`config.mk`:
```
export PLATFORM = sky130hd
export DESIGN_NAME = pyjamask96_feeder
export DESIGN_NICKNAME = d
export VERILOG_FILES = /design/src/rtl/pyjamask_pkg.sv /design/src/rtl/pyjamask_byte_mux.sv /design/src/rtl/pyjamask96_feeder.sv
export SDC_FILE = /design/constraint.sdc
export NUM_CORES = 1
export LEC_CHECK = 0
export BUFFER_PORTS_ARGS = -buffer_cell sky130_fd_sc_hd__buf_2
export CAP_MARGIN = 0
export CORE_MARGIN = 5
export CORE_UTILIZATION = 35
export CTS_BUF_LIST = sky130_fd_sc_hd__clkbuf_16
export DETAILED_ROUTE_END_ITERATION = 12
export PLACE_DENSITY = 0.65
export RECOVER_POWER = 25
export SYNTH_ARGS = -nofsm -noshare
export SYNTH_HDL_FRONTEND = slang
export SYNTH_HIERARCHICAL = 1
export SYNTH_SLANG_ARGS = --single-unit
```
`constraint.sdc`:
```
create_clock -name clk -period 10.3 [get_ports clk]
set_input_delay 1.03 -clock clk [delete_from_list [all_inputs] [get_ports clk]]
set_output_delay 1.03 -clock clk [all_outputs]
set_load 0.03 [all_outputs]
```
`src/rtl/pyjamask_pkg.sv`:
```
// Shared definitions for the Pyjamask-96 feeder.
// Holds the block and key widths, their byte counts, and the state
// encoding of the feeder FSM. No ports; imported by the feeder files.
package pyjamask_pkg;

  localparam int PT_W      = 96;
  localparam int KEY_W     = 128;
  localparam int PT_BYTES  = 12;
  localparam int KEY_BYTES = 16;

  typedef enum logic [1:0] {
    ST_IDLE  = 2'd0,
    ST_LOAD  = 2'd1,
    ST_START = 2'd2,
    ST_WAIT  = 2'd3
  } feeder_state_e;

endpackage

```
`src/rtl/pyjamask_byte_mux.sv`:
```
// Combinational byte selector for the feeder's two lanes.
// Picks byte k (MSB byte first) of the held plaintext and key. The
// plaintext lane pads with zeros for k >= 12, because the key has four
// more bytes than the block.
// Ports:
//   pt_i       - held 96-bit plaintext
//   key_i      - held 128-bit key
//   k_i        - byte index 0..15
//   en_i       - lanes are driven only when high, else both are 0
//   pt_byte_o  - selected plaintext byte
//   key_byte_o - selected key byte
module pyjamask_byte_mux
  import pyjamask_pkg::*;
(
  input  logic [PT_W-1:0]  pt_i,
  input  logic [KEY_W-1:0] key_i,
  input  logic [3:0]       k_i,
  input  logic             en_i,
  output logic [7:0]       pt_byte_o,
  output logic [7:0]       key_byte_o
);

  always_comb begin
    pt_byte_o  = 8'h00;
    key_byte_o = 8'h00;
    if (en_i) begin
      for (int i = 0; i < KEY_BYTES; i++) begin
        if (k_i == 4'(i)) key_byte_o = key_i[KEY_W-1-8*i -: 8];
      end
      for (int i = 0; i < PT_BYTES; i++) begin
        if (k_i == 4'(i)) pt_byte_o = pt_i[PT_W-1-8*i -: 8];
      end
    end
  end

endmodule

```
`src/rtl/pyjamask96_feeder.sv`:
```
// Upstream feeder for the byte-serial Pyjamask-96 core.
// Accepts one plaintext/key pair through a valid/ready handshake. It
// streams both words MSB byte first over 16 cycles, with core_load on
// byte 0, then pulses core_start. It then waits for the core's
// ciphertext burst to end before it takes the next block. It gives up
// with a one-cycle err pulse if the burst does not end within WAIT_MAX
// cycles.
// Ports:
//   clk, reset          - clock, asynchronous active-high reset
//   in_valid / in_ready - host handshake; pt/key are sampled on accept
//   pt, key             - 96-bit plaintext, 128-bit key
//   core_load           - strobe marking byte 0 on the lanes
//   core_start          - strobe in the cycle after the last key byte
//   core_byte           - plaintext byte lane
//   core_key_byte       - key byte lane
//   core_valid          - ciphertext byte strobe from the core
//   busy                - feeder is not idle
//   err                 - one-cycle pulse on wait timeout
module pyjamask96_feeder
  import pyjamask_pkg::*;
#(
  parameter int WAIT_MAX = 256,
  parameter int CNT_W    = 16
) (
  input  logic             clk,
  input  logic             reset,
  input  logic             in_valid,
  output logic             in_ready,
  input  logic [PT_W-1:0]  pt,
  input  logic [KEY_W-1:0] key,
  output logic             core_load,
  output logic             core_start,
  output logic [7:0]       core_byte,
  output logic [7:0]       core_key_byte,
  input  logic             core_valid,
  output logic             busy,
  output logic             err
);

  localparam logic [CNT_W-1:0] WAIT_LAST = CNT_W'(WAIT_MAX - 1);

  feeder_state_e    state_q;
  logic [3:0]       k_q;
  logic [CNT_W-1:0] cnt_q;
  logic             seen_q;
  logic             rdy_q;
  logic [PT_W-1:0]  pt_q;
  logic [KEY_W-1:0] key_q;

  logic done;
  logic timeout;

  // Completion is the falling edge of the ciphertext burst. It has
  // priority over a timeout that lands in the same cycle.
  assign done    = seen_q & ~core_valid;
  assign timeout = (cnt_q >= WAIT_LAST);

  // rdy_q mirrors (state_q == ST_IDLE). It is held low during reset and
  // rises on the first edge after reset is released.
  always_ff @(posedge clk or posedge reset) begin
    if (reset) begin
      state_q <= ST_IDLE;
      k_q     <= 4'd0;
      cnt_q   <= '0;
      seen_q  <= 1'b0;
      rdy_q   <= 1'b0;
      pt_q    <= '0;
      key_q   <= '0;
    end else begin
      case (state_q)
        ST_IDLE: begin
          rdy_q <= 1'b1;
          if (in_valid && rdy_q) begin
            pt_q    <= pt;
            key_q   <= key;
            k_q     <= 4'd0;
            rdy_q   <= 1'b0;
            state_q <= ST_LOAD;
          end
        end
        ST_LOAD: begin
          k_q <= k_q + 4'd1;
          if (k_q == 4'd15) state_q <= ST_START;
        end
        ST_START: begin
          cnt_q   <= '0;
          seen_q  <= 1'b0;
          state_q <= ST_WAIT;
        end
        ST_WAIT: begin
          if (cnt_q != {CNT_W{1'b1}}) cnt_q <= cnt_q + 1'b1;
          seen_q <= seen_q | core_valid;
          if (done || timeout) begin
            state_q <= ST_IDLE;
            rdy_q   <= 1'b1;
          end
        end
        default: begin
          state_q <= ST_IDLE;
          rdy_q   <= 1'b1;
        end
      endcase
    end
  end

  assign in_ready   = rdy_q;
  assign busy       = (state_q != ST_IDLE);
  assign core_load  = (state_q == ST_LOAD) && (k_q == 4'd0);
  assign core_start = (state_q == ST_START);
  assign err        = (state_q == ST_WAIT) && timeout && !done;

  pyjamask_byte_mux u_mux (
    .pt_i       (pt_q),
    .key_i      (key_q),
    .k_i        (k_q),
    .en_i       (state_q == ST_LOAD),
    .pt_byte_o  (core_byte),
    .key_byte_o (core_key_byte)
  );

endmodule

```
# Word-level counts from Yosys, hierarchy flattened
# Cells that the tools add are included.
# op_classes
add_sub_neg	2
mul	0
div	0
order_cmp	1
n_eq_ne	23
shift	0
n_mux	42
n_bitwise	3
n_reduce_logical	17
# op_table
cell	count
$mux W8	30
$eq A4 B4 Y1 const B	8
$pmux W16 S2	1
$add A16 B1 Y16 const B	1
$eq A4 B3 Y1 const B	4
$ge A16 B8 Y1 const B	1
$mux W16	1
$ne A16 B16 Y1 const B	1
$eq A4 B2 Y1 const B	2
$ne A2 B2 Y1 const B	4
$pmux W2 S4	1
$pmux W4 S2	1
$reduce_and A2 Y1	4
$reduce_bool A2 Y1	4
$mux W2	3
$add A4 B1 Y4 const B	1
$eq A2 B2 Y1 const B	2
$eq A4 B1 Y1 const B	1
$logic_and A1 B1 Y1	4
$logic_not A4 Y1	1
$mux W4	1
$pmux W1 S2	2
$reduce_and A3 Y1	1
$eq A2 B1 Y1 const B	1
7 further kinds	8
# word_totals
regBits	248
latchBits	0
ramBits	0
mem_bits_ro	0
elab_cells	95
mem_count	0

# Depth between registers and ports, before layout
# depth
word_depth	18
mapped_depth	8

# Modules after synthesis
# Netlist, hierarchy kept.
# by_module_without_submodules
module	instances	cells_each	area_per_inst_um2	seq_area_each_um2
pyjamask96_feeder	1	636	9729.3	6206.0
pyjamask_byte_mux	1	358	2449.8	0.0

# Worst setup path after synthesis
# No wires, ideal clock.
# synth_timing
path_type	flip-flop to output port
startpoint	register k_q[0]
endpoint	output core_key_byte[3]
arrival_time_ns	2.058
t_required_ns	9.270
setup_slack_ns	7.212
path_stages_with_launch	9
path_buffers	4
cell_sequence	dfrtp_1 -> buf_6 -> buf_4 -> buf_6 -> buf_4 -> o21ai_1 -> nand2_1 -> o21ai_1 -> a311oi_1
# synth_via
elab_chain_cells	18
# synth_rtl
element	line	text
start: declaration	pyjamask96_feeder.sv:43	logic [3:0] k_q;
start signal: assignment	pyjamask96_feeder.sv:82	k_q <= k_q + 4'd1;
$logic_not A4 Y1	pyjamask_byte_mux.sv:28	if (k_i == 4'(i)) key_byte_o = key_i[KEY_W-1-8*i -: 8];
$mux W8 (15 in a row)	pyjamask_byte_mux.sv:28	
$mux W8 *	pyjamask_byte_mux.sv:28	
$mux W8 *	pyjamask_byte_mux.sv:26	if (en_i) begin
end: declaration	pyjamask96_feeder.sv:34	output logic [7:0] core_key_byte,
# Mark *: on every way between the ends. The rest lies on a longest branch, timed or not.

# Worst setup path in the final report
# layout_timing
startpoint	register k_q[0]
endpoint	output core_key_byte[5]
# The elaborated chain is that of the path after synthesis.

==> out/results.tsv <==
stage	metric	value	unit
critical_path	FF-to-FF path depth	5	
detailed_routing	post-DR wirelength/cell	22.9	um
synthesis	Post-Synthesis Cells	994	
floorplan	Core Area	34500	um2
power_and_ir_drop	Pleak	6.46	nW
sta	Hold Vio Cnt, Final	0	
critical_path	Worst EP required	9.27	ns
detailed_routing	met3 routed wirelength	3760	um
critical_path	Setup crit end kind	primary output	
floorplan	die height	197	um
cts	clock sink total	248	
final_layout	Final Instance Area	14700	um2
critical_path	reg-to-reg slack, setup	6.71	ns
power_and_ir_drop	Pwr Density	314	nW/um2
critical_path	Crit Path Class	register to primary output	
cts	number of buffers created by CTS	29	
outcome	failing checks	capacitance limit, slew limit	
place	Post-DP Area	13700	um2
detailed_routing	vias per inst	5.41	
sta	clock skew	0.0145	ns
cts	CTS resizes	0	
hold_path	Min-Delay Path Class	register to register	
final_layout	Non-Filler Instances	1689	
sta	slew margin rel.	-1.76	
critical_path	FF-to-FF End	pt_q[3]	
critical_path	CP Data Arrival Time	3.78	ns
floorplan	die footprint	38600	um2
critical_path	critical path depth in cells	7	
cts	Clock Path Buffers	3	
floorplan	Top-Level Pins	249	
detailed_routing	drt total wl	38600	um
sta	worst-margin pin slew	4.11	ns
grt	vias in the first global route	9370	
critical_path	worst-path cell chain	buf_4 > and2b_1 > a22oi_1 > o21ai_0 > a21oi_1 > o21ai_0 > buf_2	
final_layout	Nets	1445	
grt	overall routing resource usage	0.194	
critical_path	slowest stage cell, crit path	dfrtp_4	
sta	Final Cycle Share	0.467	
cts	CTS HTree Levels	1	
final_layout	layout cells sized above 1	0.443	
outcome	status	finished, violations left	
grt	first-pass GRT wire length	57500	um
place	detailed-placement wirelength estimate	28400	um
cts	Post-CTS Setup Inserts	0	
synthesis	syn_area_per_cell	12.3	um2
floorplan	initial core utilization	0.353	
place	DP Worst Slack	6.05	ns
grt	GRT overflow	0	
synthesis	number of synthesized register bits	248	
synthesis	Post-synth top cells	dfrtp_1 (248), mux2_2 (221), o21ai_0 (58)	
detailed_routing	met2 wire len	17700	um
floorplan	Die X	197	um
critical_path	origin of the worst setup path	k_q[0]	
floorplan	Rows	68	
synthesis	Post-synth EDFFs	0	
critical_path	Top delay family on crit path	flip-flops	
cts	CTS clock-pin slew for the worst setup and hold paths	0.06	ns
place	Routability Congestion	0.917	
critical_path	CP endpoint	core_key_byte[5]	
place	PortBufs	248	
grt	initial antenna violation count	17	
synthesis	largest cells by area after synthesis	dfrtp_1 (51%), mux2_2 (20%), o21ai_0 (2.4%), a21oi_1 (2.3%), mux4_2 (2.2%)	
final_layout	Layout Utilization	0.426	
cts	clk_lat worst skew	0.58	ns
synthesis	Post-synth ARST share	1.00	
power_and_ir_drop	post-layout power	4.61	mW
detailed_routing	vias after detailed routing	9135	
synthesis	most frequent cell after synthesis	dfrtp_1	
sta	Total Neg Setup Slack	0	ns
synthesis	YS warnings	6	
power_and_ir_drop	Worst VDD drop	0.000161	V
sta	Final Setup Violations	0	
synthesis	Synth area leader	dfrtp_1	
detailed_routing	Metal-1 WL	15700	um
detailed_routing	Detailed Route Iter0 Violations	650	
detailed_routing	drt pass-1 iters	6	
synthesis	Main synth FF type	dfrtp_1	
critical_path	Worst path max stage delay	0.89	ns
cts	CTS root buf	clkbuf_16	
sta	Hold Slack	0.493	ns
synthesis	Syn Std Cell Area	12200	um2
synthesis	Synth top area share	0.510	
sta	Fmax	0.208	GHz
critical_path	Critical Path Fanout Max	52	
critical_path	crit start category	register	
synthesis	syn_nets	1229	
sta	Final Max Slew Viols	103	
place	Inst Count DP	1634	
cts	CTS tree	yes	
sta	RSZ-0062 raised after global routing	no	
final_layout	synthesis-to-finish area growth	20.5	%
synthesis	register area share after synthesis	0.510	
detailed_routing	top routing layer used	met5	
sta	Setup WS post-layout	5.49	ns
critical_path	reg2reg start	state_q[0]	
critical_path	CP bufs+invs	2	
detailed_routing	drt drc	0	
run	maxcap violations	2	
synthesis	library cells used by synthesis	73	
sta	minimum clock period	4.81	ns
cts	hold_buf cts	0	
grt	largest net degree at the start of global routing	198	
detailed_routing	DRT antenna net count	0	
critical_path	CP dominant cell by count	o21ai_0	
## worst min path at each step
| stage | from | to | cells after the start |
|---|---|---|---|
| finish | pt_q[3] | pt_q[3] | 1 |
| floorplan | pt_q[3] | pt_q[3] | 1 |
| CTS | pt_q[3] | pt_q[3] | 1 |
| global route | key_q[37] | key_q[37] | 1 |
| global placement | pt_q[70] | pt_q[70] | 1 |
| detailed placement | pt_q[3] | pt_q[3] | 1 |
## worst register-to-register path, stage by stage (launching register included)
cell	delay [ns]
dfrtp_1	0.40
inv_1	0.11
ha_1	0.31
nand3_1	1.03
buf_12	0.64
mux2_1	0.98
## cell type report
cell class	instances	area [um2]
Antenna cell	4	10.0
Clock buffer	29	726
Clock inverter	22	277
Fill cell	3262	19800
Inverter	16	61.3
Multi-Input combinational cell	659	5510
Sequential cell	248	6210
Tap cell	455	569
Timing Repair Buffer	256	1310
## cell usage in the layout (no fill, tap or decap), types with 4 or more instances in the layout
master     synthesis  final
buf_2             30    248
o31ai_1           10     10
nand3_1           14     14
or3_1              4      4
o221a_2            4      4
o21ai_0           58     58
a22o_1             7      7
o211ai_1           7      7
mux4_2            12     12
mux2i_1           23     23
dfrtp_1          248    245
clkbuf_16          0     29
buf_4             11      7
o2bb2ai_1          4      4
or4_1              6      7
nand2b_1           8      8
and3_1             7      7
o22ai_1           17     17
mux2_1            12     13
nor2b_1           10     10
and2_1             7      6
ha_1               7      7
bufinv_16          0      6
a211oi_1           6      6
a21oi_1           55     55
a31oi_1           12     12
inv_1             16     22
nand4_1            6      6
nand2_1           40     40
a221oi_1           4      4
mux2_2           221    220
a22oi_1            8      8
diode_2            0      4
nor2_1            29     29
o21ai_1            7      7
o221ai_1           4      4
## sequential cells by signal, indices dropped and copies added, names as in the netlist
name / flops
key_q: 128
state_q: 2
in_ready: 1
k_q: 4
seen_q: 1
cnt_q: 16
pt_q: 96
## layer usage
layer,vias to the layer above,GRT usage
li1,4136,-
met2,395,0.308
met4,26,0.0579
met5,-,0
met3,90,0.0591
met1,4488,0.256
## power by group
part | internal [mW] | switching (mW) | leakage, nW
Sequential | 1.45 | 0.354 | 2.98
Combinational | 0.837 | 0.885 | 2.96
Clock | 0.663 | 0.421 | 0.516
## cells by family after synthesis
| logic type | share of synthesized area |
|---|---|
| mux | 0.257 |
| flops | 0.510 |
| fa+ha+maj | 0.00719 |
| buf+inv | 0.0376 |
| simple gates | 0.0679 |
| compound gates | 0.121 |
Power figures use the tool's default switching activity.
